$ cat src/rtl/simon_sequence_player.sv
`timescale 1ns/1ps
// -----------------------------------------------------------------------------
// simon_sequence_player
//   Source end of the Simon colour check. Each round appends one pseudo-random
//   2-bit colour to the sequence and plays the whole sequence back on the LED
//   outputs. It then presents the expected colour for each step to the colour
//   comparator and consumes the comparator's verdict.
//
// Ports
//   clk          in   system clock, all state on posedge
//   reset        in   asynchronous active-high reset, forces IDLE
//   start        in   one-cycle pulse, begins a new game from IDLE/WIN/LOSE
//   result_valid in   comparator verdict valid this cycle
//   result       in   comparator verdict: 01 match, 10 mismatch, others ignored
//   expected     out  colour the player must enter now (WAIT_INPUT only)
//   cmp_enable   out  comparator enable, high only in WAIT_INPUT
//   led_on       out  a playback LED is lit
//   led_colour   out  colour lit while led_on, 0 otherwise
//   level        out  current sequence length (0..MAX_LEN)
//   busy         out  high in every state except IDLE, WIN, LOSE
//   win          out  held high in WIN
//   game_over    out  held high in LOSE
//
// Configuration macro
//   SIMON_SPEEDUP_EN : when defined, the lit time per playback step is
//                      ON_CYCLES >> min(level/4, 2) (at least 1 clock).
//                      When undefined, every level uses ON_CYCLES.
// -----------------------------------------------------------------------------
module simon_sequence_player #(
    parameter int          MAX_LEN    = 16,
    parameter int          ON_CYCLES  = 25000000,
    parameter int          OFF_CYCLES = 12500000,
    parameter logic [15:0] SEED       = 16'hACE1
) (
    input  logic       clk,
    input  logic       reset,
    input  logic       start,
    input  logic       result_valid,
    input  logic [1:0] result,
    output logic [1:0] expected,
    output logic       cmp_enable,
    output logic       led_on,
    output logic [1:0] led_colour,
    output logic [6:0] level,
    output logic       busy,
    output logic       win,
    output logic       game_over
);

    // A zero seed would lock the LFSR, so it is replaced by the default seed.
    localparam logic [15:0] SEED_EFF  = (SEED == 16'h0000) ? 16'hACE1 : SEED;
    // Galois mask for x^16 + x^14 + x^13 + x^11 + 1 (right-shifting form).
    localparam logic [15:0] LFSR_TAPS = 16'hB400;

    localparam int TMAX = (ON_CYCLES > OFF_CYCLES) ? ON_CYCLES : OFF_CYCLES;
    localparam int TW   = $clog2(TMAX + 1);

    // The timer is loaded with (duration - 1) and the phase ends when it reads 0.
    localparam logic [TW-1:0] ON_LOAD_BASE = TW'(ON_CYCLES - 1);
    localparam logic [TW-1:0] OFF_LOAD     = TW'(OFF_CYCLES - 1);
    localparam logic [6:0]    MAX_LEVEL    = 7'(MAX_LEN);

`ifdef SIMON_SPEEDUP_EN
    localparam int            ON_L4        = ((ON_CYCLES >> 1) > 0) ? (ON_CYCLES >> 1) : 1;
    localparam int            ON_L8        = ((ON_CYCLES >> 2) > 0) ? (ON_CYCLES >> 2) : 1;
    localparam logic [TW-1:0] ON_LOAD_L4   = TW'(ON_L4 - 1);
    localparam logic [TW-1:0] ON_LOAD_L8   = TW'(ON_L8 - 1);
`endif

    typedef enum logic [2:0] {
        ST_IDLE       = 3'd0,
        ST_EXTEND     = 3'd1,
        ST_PLAY_ON    = 3'd2,
        ST_PLAY_OFF   = 3'd3,
        ST_WAIT_INPUT = 3'd4,
        ST_WIN        = 3'd5,
        ST_LOSE       = 3'd6
    } state_t;

    state_t        state_r;
    logic [6:0]    level_r;
    logic [5:0]    idx_r;
    logic [TW-1:0] timer_r;
    logic [15:0]   lfsr_r;
    logic [1:0]    mem_r [0:63];

    logic [1:0]    expected_r;
    logic          cmp_enable_r;
    logic          led_on_r;
    logic [1:0]    led_colour_r;
    logic          busy_r;
    logic          win_r;
    logic          game_over_r;

    logic [6:0]    lvl_m1_s;
    logic [6:0]    idx_inc_s;
    logic          idx_last_s;
    logic          match_s;
    logic          mismatch_s;
    logic [1:0]    mem_first_s;
    logic [1:0]    mem_next_s;
    logic [TW-1:0] on_load_s;

    // Step bookkeeping and the two sequence-memory read ports.
    always_comb begin
        lvl_m1_s   = level_r - 7'd1;
        idx_inc_s  = {1'b0, idx_r} + 7'd1;
        idx_last_s = ({1'b0, idx_r} == lvl_m1_s);
        match_s    = result_valid && (result == 2'b01);
        mismatch_s = result_valid && (result == 2'b10);
        mem_next_s = mem_r[idx_inc_s[5:0]];
        // In EXTEND of round 1, entry 0 is being written this very edge, so the
        // first colour played must come straight from the LFSR.
        if ((state_r == ST_EXTEND) && (level_r == 7'd1)) begin
            mem_first_s = lfsr_r[1:0];
        end else begin
            mem_first_s = mem_r[6'd0];
        end
    end

    // Lit time for the current level.
    always_comb begin
        on_load_s = ON_LOAD_BASE;
`ifdef SIMON_SPEEDUP_EN
        if (level_r >= 7'd8) begin
            on_load_s = ON_LOAD_L8;
        end else if (level_r >= 7'd4) begin
            on_load_s = ON_LOAD_L4;
        end else begin
            on_load_s = ON_LOAD_BASE;
        end
`endif
    end

    // Free-running colour source, advances every clock in every state.
    always_ff @(posedge clk or posedge reset) begin
        if (reset) begin
            lfsr_r <= SEED_EFF;
        end else begin
            lfsr_r <= {1'b0, lfsr_r[15:1]} ^ (lfsr_r[0] ? LFSR_TAPS : 16'h0000);
        end
    end

    // Sequence memory: not cleared by reset; EXTEND writes the newest colour.
    always_ff @(posedge clk) begin
        if (state_r == ST_EXTEND) begin
            mem_r[lvl_m1_s[5:0]] <= lfsr_r[1:0];
        end
    end

    // Game FSM; outputs are registered decodes of the state being entered.
    always_ff @(posedge clk or posedge reset) begin
        if (reset) begin
            state_r      <= ST_IDLE;
            level_r      <= 7'd0;
            idx_r        <= 6'd0;
            timer_r      <= '0;
            expected_r   <= 2'b00;
            cmp_enable_r <= 1'b0;
            led_on_r     <= 1'b0;
            led_colour_r <= 2'b00;
            busy_r       <= 1'b0;
            win_r        <= 1'b0;
            game_over_r  <= 1'b0;
        end else begin
            case (state_r)
                ST_IDLE, ST_WIN, ST_LOSE: begin
                    if (start) begin
                        // level restarts at 0 and EXTEND's increment is folded
                        // into this edge, so level already reads 1 in EXTEND.
                        state_r     <= ST_EXTEND;
                        level_r     <= 7'd1;
                        idx_r       <= 6'd0;
                        timer_r     <= '0;
                        busy_r      <= 1'b1;
                        win_r       <= 1'b0;
                        game_over_r <= 1'b0;
                    end
                end
                ST_EXTEND: begin
                    state_r      <= ST_PLAY_ON;
                    idx_r        <= 6'd0;
                    timer_r      <= on_load_s;
                    led_on_r     <= 1'b1;
                    led_colour_r <= mem_first_s;
                end
                ST_PLAY_ON: begin
                    if (timer_r == '0) begin
                        state_r      <= ST_PLAY_OFF;
                        timer_r      <= OFF_LOAD;
                        led_on_r     <= 1'b0;
                        led_colour_r <= 2'b00;
                    end else begin
                        timer_r <= timer_r - TW'(1);
                    end
                end
                ST_PLAY_OFF: begin
                    if (timer_r != '0) begin
                        timer_r <= timer_r - TW'(1);
                    end else if (idx_inc_s == level_r) begin
                        state_r      <= ST_WAIT_INPUT;
                        idx_r        <= 6'd0;
                        timer_r      <= '0;
                        cmp_enable_r <= 1'b1;
                        expected_r   <= mem_first_s;
                    end else begin
                        state_r      <= ST_PLAY_ON;
                        idx_r        <= idx_inc_s[5:0];
                        timer_r      <= on_load_s;
                        led_on_r     <= 1'b1;
                        led_colour_r <= mem_next_s;
                    end
                end
                ST_WAIT_INPUT: begin
                    if (match_s && !idx_last_s) begin
                        idx_r      <= idx_inc_s[5:0];
                        expected_r <= mem_next_s;
                    end else if (match_s && (level_r == MAX_LEVEL)) begin
                        state_r      <= ST_WIN;
                        cmp_enable_r <= 1'b0;
                        expected_r   <= 2'b00;
                        busy_r       <= 1'b0;
                        win_r        <= 1'b1;
                    end else if (match_s) begin
                        // Increment folded into entry, as from IDLE.
                        state_r      <= ST_EXTEND;
                        level_r      <= level_r + 7'd1;
                        timer_r      <= '0;
                        cmp_enable_r <= 1'b0;
                        expected_r   <= 2'b00;
                    end else if (mismatch_s) begin
                        state_r      <= ST_LOSE;
                        cmp_enable_r <= 1'b0;
                        expected_r   <= 2'b00;
                        busy_r       <= 1'b0;
                        game_over_r  <= 1'b1;
                    end
                end
                default: begin
                    state_r      <= ST_IDLE;
                    level_r      <= 7'd0;
                    idx_r        <= 6'd0;
                    timer_r      <= '0;
                    expected_r   <= 2'b00;
                    cmp_enable_r <= 1'b0;
                    led_on_r     <= 1'b0;
                    led_colour_r <= 2'b00;
                    busy_r       <= 1'b0;
                    win_r        <= 1'b0;
                    game_over_r  <= 1'b0;
                end
            endcase
        end
    end

    assign expected   = expected_r;
    assign cmp_enable = cmp_enable_r;
    assign led_on     = led_on_r;
    assign led_colour = led_colour_r;
    assign level      = level_r;
    assign busy       = busy_r;
    assign win        = win_r;
    assign game_over  = game_over_r;

endmodule
$ cat config.mk
export PLATFORM = sky130hd
export DESIGN_NAME = simon_sequence_player
export DESIGN_NICKNAME = d
export VERILOG_FILES = /design/src/rtl/simon_sequence_player.sv
export SDC_FILE = /design/constraint.sdc
export NUM_CORES = 1
export LEC_CHECK = 0
export CAP_MARGIN = 10
export CORE_MARGIN = 2
export CORE_UTILIZATION = 35
export CTS_CLUSTER_SIZE = 16
export DETAILED_ROUTE_END_ITERATION = 10
export GPL_ROUTABILITY_DRIVEN = 1
export HOLD_SLACK_MARGIN = 0.05
export PLACE_DENSITY = 0.52
export SKIP_LAST_GASP = 1
export SLEW_MARGIN = 10
export SYNTH_ARGS = -nofsm -noshare
export SYNTH_HDL_FRONTEND = slang
export SYNTH_SLANG_ARGS = --single-unit
$ cat constraint.sdc
create_clock -name clk -period 2.95 [get_ports clk]
set_input_delay 0.295 -clock clk [delete_from_list [all_inputs] [get_ports clk]]
set_output_delay 0.295 -clock clk [all_outputs]
set_load 0.1 [all_outputs]
# [After elaboration in Yosys (flattened, before gate mapping)]
# Memory sizes are Yosys's and may differ from the RTL's.
# Index checks and enable logic that the tools add are counted.
[word_totals] register_bits=66 memories=1 ram_bits=128
[classes] muxes=67 eq_ne=28 n_addsub=4 bitwise_logic=5 n_reduce_logical=23
[mem_list] memory="mem_r" depth=64 word_bits=2 rd=2 rd_ports_with_merged_regs=0 write_ports=1 line="85" text="logic [1:0] mem_r [0:63];"
[op_table] op="$mux W25" n=7
[op_table] op="$pmux W25 S5" n=1
[op_table] op="$mux W7" n=4
[op_table] op="$logic_not A25 Y1" n=1
[op_table] op="$reduce_bool A25 Y1" n=1
[op_table] op="$sub A25 B1 Y25 const B" n=1
[op_table] op="$mux W3" n=8
[op_table] op="$mux W6" n=4
[op_table] op="$ne A2 B2 Y1 const B" n=12
[op_table] op="$pmux W6 S4" n=1
[op_table] op="$mux W1" n=22
[op_table] op="$pmux W7 S3" n=1
[op_table] op="$mux W2" n=10
[op_table] op="$reduce_and A4 Y1" n=5
[op_table] op="$reduce_and A5 Y1" n=4
[op_table] op="$mux W16" n=1
[op_table] op="$xor A15 B16 Y16" n=1
[op_table] op="$pmux W3 S5" n=1
[op_table] op="$pmux W1 S3" n=4
[op_table] op="$eq A3 B3 Y1 const B" n=3
[op_table] op="$pmux W2 S4" n=1
[op_table] op="$add A6 B1 Y7 const B" n=1
[op_table] op="$add A7 B1 Y7 const B" n=1
[op_table] op="$eq A6 B7 Y1" n=1
[op_table] op="other kinds (21)" n=31

# [Logic depth before layout (Yosys ltp)]
[logic_depth] depth_word=7 mapped_depth=13 ltp_nobuf=9

# [Worst setup path after synthesis]
# No wires, ideal clock.
[synth_path] kind="flip-flop to flip-flop" startpoint="reg level_r[0] (netlist: level[0])" endpoint="reg idx_r[4]" slack_ns=-0.369 path_stages_with_launch=11 setup_time_ns=0.096 t_arrival_ns=3.223 cell_sequence="dfrtp_1 buf_2 inv_1 ha_1 nor3b_2 and4_1 a211o_1 a311o_1 a21o_1 or2_4 o31ai_1"
[synth_via] elab_chain_cells=6 word_cells_on_any_way=10 classes_between="add/sub: 1; eq/ne: 3; mux: 3; reduce/logical: 3"
[synth_rtl] element="from (decl)" line="81" text="logic [6:0] level_r;"
[synth_rtl] element="from (signal assigned)" line="227" text="level_r <= level_r + 7'd1;"
[synth_rtl] element="$sub A7 B1 Y7" line="106" text="lvl_m1_s = level_r - 7'd1;"
[synth_rtl] element="$eq A6 B7 Y1" line="108" text="idx_last_s = ({1'b0, idx_r} == lvl_m1_s);"
[synth_rtl] element="$logic_not A1 Y1" line="215" text="if (match_s && !idx_last_s) begin"
[synth_rtl] element="$logic_and A1 B1 Y1" line="215"
[synth_rtl] element="$ne A2 B2 Y1 (no source line)"
[synth_rtl] element="$reduce_and A4 Y1 (no source line)"
[synth_rtl] element="to (signal assigned)" line="208" text="idx_r <= idx_inc_s[5:0];"
[synth_rtl] element="to (signal assigned)" line="216" text="idx_r <= idx_inc_s[5:0];"
[synth_rtl] element="to (decl)" line="82" text="logic [5:0] idx_r;"
# Several ways; a longest one is shown, not always the timed one. The select of a mux whose other input is x is not followed.
# A chain may end at the register's enable or synchronous reset.

# [Final worst setup path]
[layout_path] startpoint="reg level_r[0] (netlist: level[0])" endpoint="reg idx_r[5]"
# Same word-level chain as after synthesis.

==> impl_metrics.py <==
metrics = {
    "die": {
        "pin_count": 22,
        "num_rows": 60,
        "start_util_pct": 35.7,
        "dieArea_um2": 28800,
        "coreArea_um2": 27000,
        "die_w_um": 170,
        "fp.dieH_um": 170,
    },
    "place": {
        "gp_congestion": 0.822,
        "dp_hpwl_um": 15500,
        "dp.cells": 1226,
        "place_ws_ps": 167,
        "io_buffers": 21,
        "dpl_cell_area_um2": 10400,
    },
    "global_routing": {
        "gr-total-overflow": 0,
        "grt_max_degree": 66,
        "grt_pass1_wl_um": 36700,
        "grt_use_total_pct": 16.7,
        "antenna_found_initial": 0,
        "grt_pass1_vias": 6541,
    },
    "power": {
        "switching_power_mw": 1.34,
        "ir_drop_uv": 316,
        "p_clk_share_pct": 43.3,
        "p_sw_share_pct": 24.7,
        "p_leak_nw": 3.56,
        "share_seq_of_total_power_pct": 53.1,
        "p_per_area_nw_per_um2": 495,
        "comb_power_share_pct": 3.6,
        "p_int_mw": 4.09,
    },
    "setup_path": {
        "critPathLaunchType": "flop",
        "critPathSlowestCell": "dfrtp_2",
        "r2r-start": "level[0]",
        "crit_chain": "inv_1 > ha_1 > nor3b_2 > mux2i_1 > a211o_1 > a311o_1 > a21o_1 > or2_4 > o31ai_1",
        "reg2reg_slack_ps": 200,
        "reg2reg_to": "idx_r[5]",
        "max_stage_delay_ps": 460,
        "crit_type": "flop to flop",
        "end_kind": "flop",
        "arrival_ps": 3100,
        "r2r_cells": 9,
        "cp_max_fo": 8,
        "required_ps": 3300,
    },
    "synthesis": {
        "synth_area_leaders": "edfxtp_1 (40%), dfrtp_1 (15%), mux2i_1 (7.6%), nor2_1 (4.1%), nand3_1 (4.1%)",
        "synthArstFlopShare_pct": 34.0,
        "seq_area_frac_synth_pct": 57.2,
        "synth_edf_count": 128,
        "synth_seq_cells": 194,
        "yosys.cell_types.count": 75,
        "synth_nets": 884,
        "yosys_warnings": 0,
        "synth_top_area_cell": "edfxtp_1",
        "syn_inst": 873,
        "yosys_most_used_dff": "edfxtp_1",
        "synth_area_per_cell_um2": 11.0,
        "syn_area_um2": 9620,
        "synth_top_area_share_pct": 40.0,
    },
    "sta": {
        "slew_headroom_pct": 42.7,
        "finalClockSkew_ps": 21.4,
        "setup_tns_ps": 0,
        "period_share_pct": 93.2,
        "tightest_slew_ps": 859,
        "setup_violations": 0,
        "layout_setup_ws_ps": 200,
        "drv_slew": 0,
        "max_freq_ghz": 0.364,
        "finalHoldViolCount": 0,
        "rsz0062_at_grt": "false",
        "fin_crit_ps": 2750,
    },
    "final_layout": {
        "stdcell_area_um2": 11000,
        "synthToLayoutAreaGrowth_pct": 14.3,
        "diodes": 0,
        "stdcell_count": 1258,
        "drive_gt1_share_pct": 13.6,
        "fin_nets": 915,
        "final_util_pct": 40.8,
    },
    "routing": {
        "drtAntennaViolNets": 0,
        "wl_um": 23600,
        "vias_per_cell": 5.42,
        "wl_per_cell_um": 18.8,
        "drt_first_iter_violations": 393,
        "first_pass_iters": 5,
        "num_vias": 6821,
        "remaining_drc_errors": 0,
    },
    "clock_tree": {
        "tritoncts": "yes",
        "clk_pin_slew_ps": 90,
        "clockBufferDepth": 2,
        "cts_htree_levels": 4,
        "holdBufCountCts": 0,
        "post_cts_buffers": 0,
        "cts_buffers": 17,
        "cts_root_buffer": "clkbuf_16",
        "cts.sinks": 194,
        "insertion_delay_ps": 440,
    },
    "worst_hold_path": {
        "min_path_type": "input port to asynchronous set/reset pin",
    },
    "job": {
        "drv_cap": 0,
    },
    "run_status": {
        "status": "finished clean",
    },
}
==> metrics by stage <==
step / hold WS, ps / power (mW)
floorplan: 331 / 3.08
global placement: 332 / 3.14
detailed placement: 335 / 3.14
CTS: 301 / 5.49
global route: 355 / 5.61
finish: 283 / 5.44
==> cell usage after synthesis (6+ instances only) <==
master	count
a211o_1	6
a21oi_1	25
a31oi_1	7
buf_1	6
buf_2	12
clkbuf_1	35
dfrtp_1	58
dfstp_2	8
edfxtp_1	128
inv_1	20
mux2i_1	73
nand2_1	44
nand2b_1	10
nand3_1	78
nand4_1	22
nor2_1	106
nor3_1	15
o21a_1	7
o21ai_0	53
o22ai_1	13
o311ai_0	6
or3_1	14
xnor2_1	12
xor2_1	14
==> cells in the final DEF, fill, tap and decap left out, drive strengths merged, types with 4 or more instances in the layout <==
cell type      instances
nand4                 22
mux2i                 73
nand3                 78
and3                   5
clkdlybuf4s50          5
o311ai                 6
dfstp                  8
or2                    5
nand2                 44
dfrtp                 58
nor3                  16
nor3b                  4
or4                    6
o22ai                 13
o31ai                  5
nor2                 106
a21o                   4
edfxtp               128
buf                   63
nand2b                10
xnor2                 12
nor4                   9
o21a                   7
a211o                  6
xor2                  14
ha                     5
a31oi                  7
a21oi                 25
or3                   14
inv                   30
clkbuf                18
o21ai                 54
==> state kept, by name, summed over array words and instances, names as in the netlist <==
register    cells
led_colour      2
cmp_enable      1
expected        2
game_over       1
timer_r        25
state_r         3
mem_r         128
level           7
win             1
idx_r           6
led_on          1
lfsr_r         16
busy            1
==> critical path: cells and delay by family, from the launching register on <==
kind	cells	cell delay (ps)
compound gates	4	1090
fa+ha+maj	1	220
buf+inv	1	170
flops	1	460
mux	1	120
simple gates	2	600
==> per-layer routing <==
| layer | GRT usage (%) | vias up | routed length, um |
|---|---|---|---|
| li1 | - | 3314 | - |
| met1 | 22.3 | 3345 | 10900 |
| met2 | 27.7 | 127 | 11500 |
| met3 | 2.68 | 35 | 804 |
| met4 | 5.83 | 0 | 507 |
| met5 | 0 | - | 0 |
==> layout make-up <==
class / instances / area, um^2
clock inverter: 14 / 170
tap: 341 / 427
multi-input combinational: 602 / 3820
inverter: 21 / 78.8
fill: 2570 / 16000
timing repair buffer: 68 / 561
sequential: 194 / 5510
clock buffer: 18 / 429
==> cells by family (layout without fill, tap and decap cells) <==
kind of cell    Yosys count  in the layout  share of synthesized area (%)
compound gates          160            160                           10.7
xor+xnor                 26             26                           2.37
fa+ha+maj                 7              7                          0.859
buf+inv                  77            121                           3.36
flops                   194            194                           57.2
mux                      74             74                           7.72
simple gates            335            335                           17.7
==> timing repair <==
| item | CTS | global route |
|---|---|---|
| endpoints found under the hold margin | 0 | 0 |
| endpoints found under the setup margin | 0 | 4 |
| gates resized for setup | 0 | 1 |
==> how the worst max path moves through the flow <==
stage / endpoint / depth (start not counted) / start
final: idx_r[5] / 9 / level[0]
after global routing: timer_r[20] / 11 / level[0]
after CTS: state_r[1] / 9 / timer_r[0]
after detailed placement: state_r[1] / 9 / timer_r[0]
after global placement: state_r[1] / 9 / timer_r[0]
after floorplan: idx_r[4] / 10 / level[0]
==> power groups by stage <==
stage               combinational (mW)  sequential [mW]  clock (mW)
floorplan                       0.0955             2.98           0
global placement                 0.196             2.95           0
detailed placement               0.195             2.95           0
CTS                              0.195             2.89        2.41
global route                     0.210             2.89        2.51
finish                           0.193             2.89        2.35
Note: power is estimated with default switching activity, not from simulation.
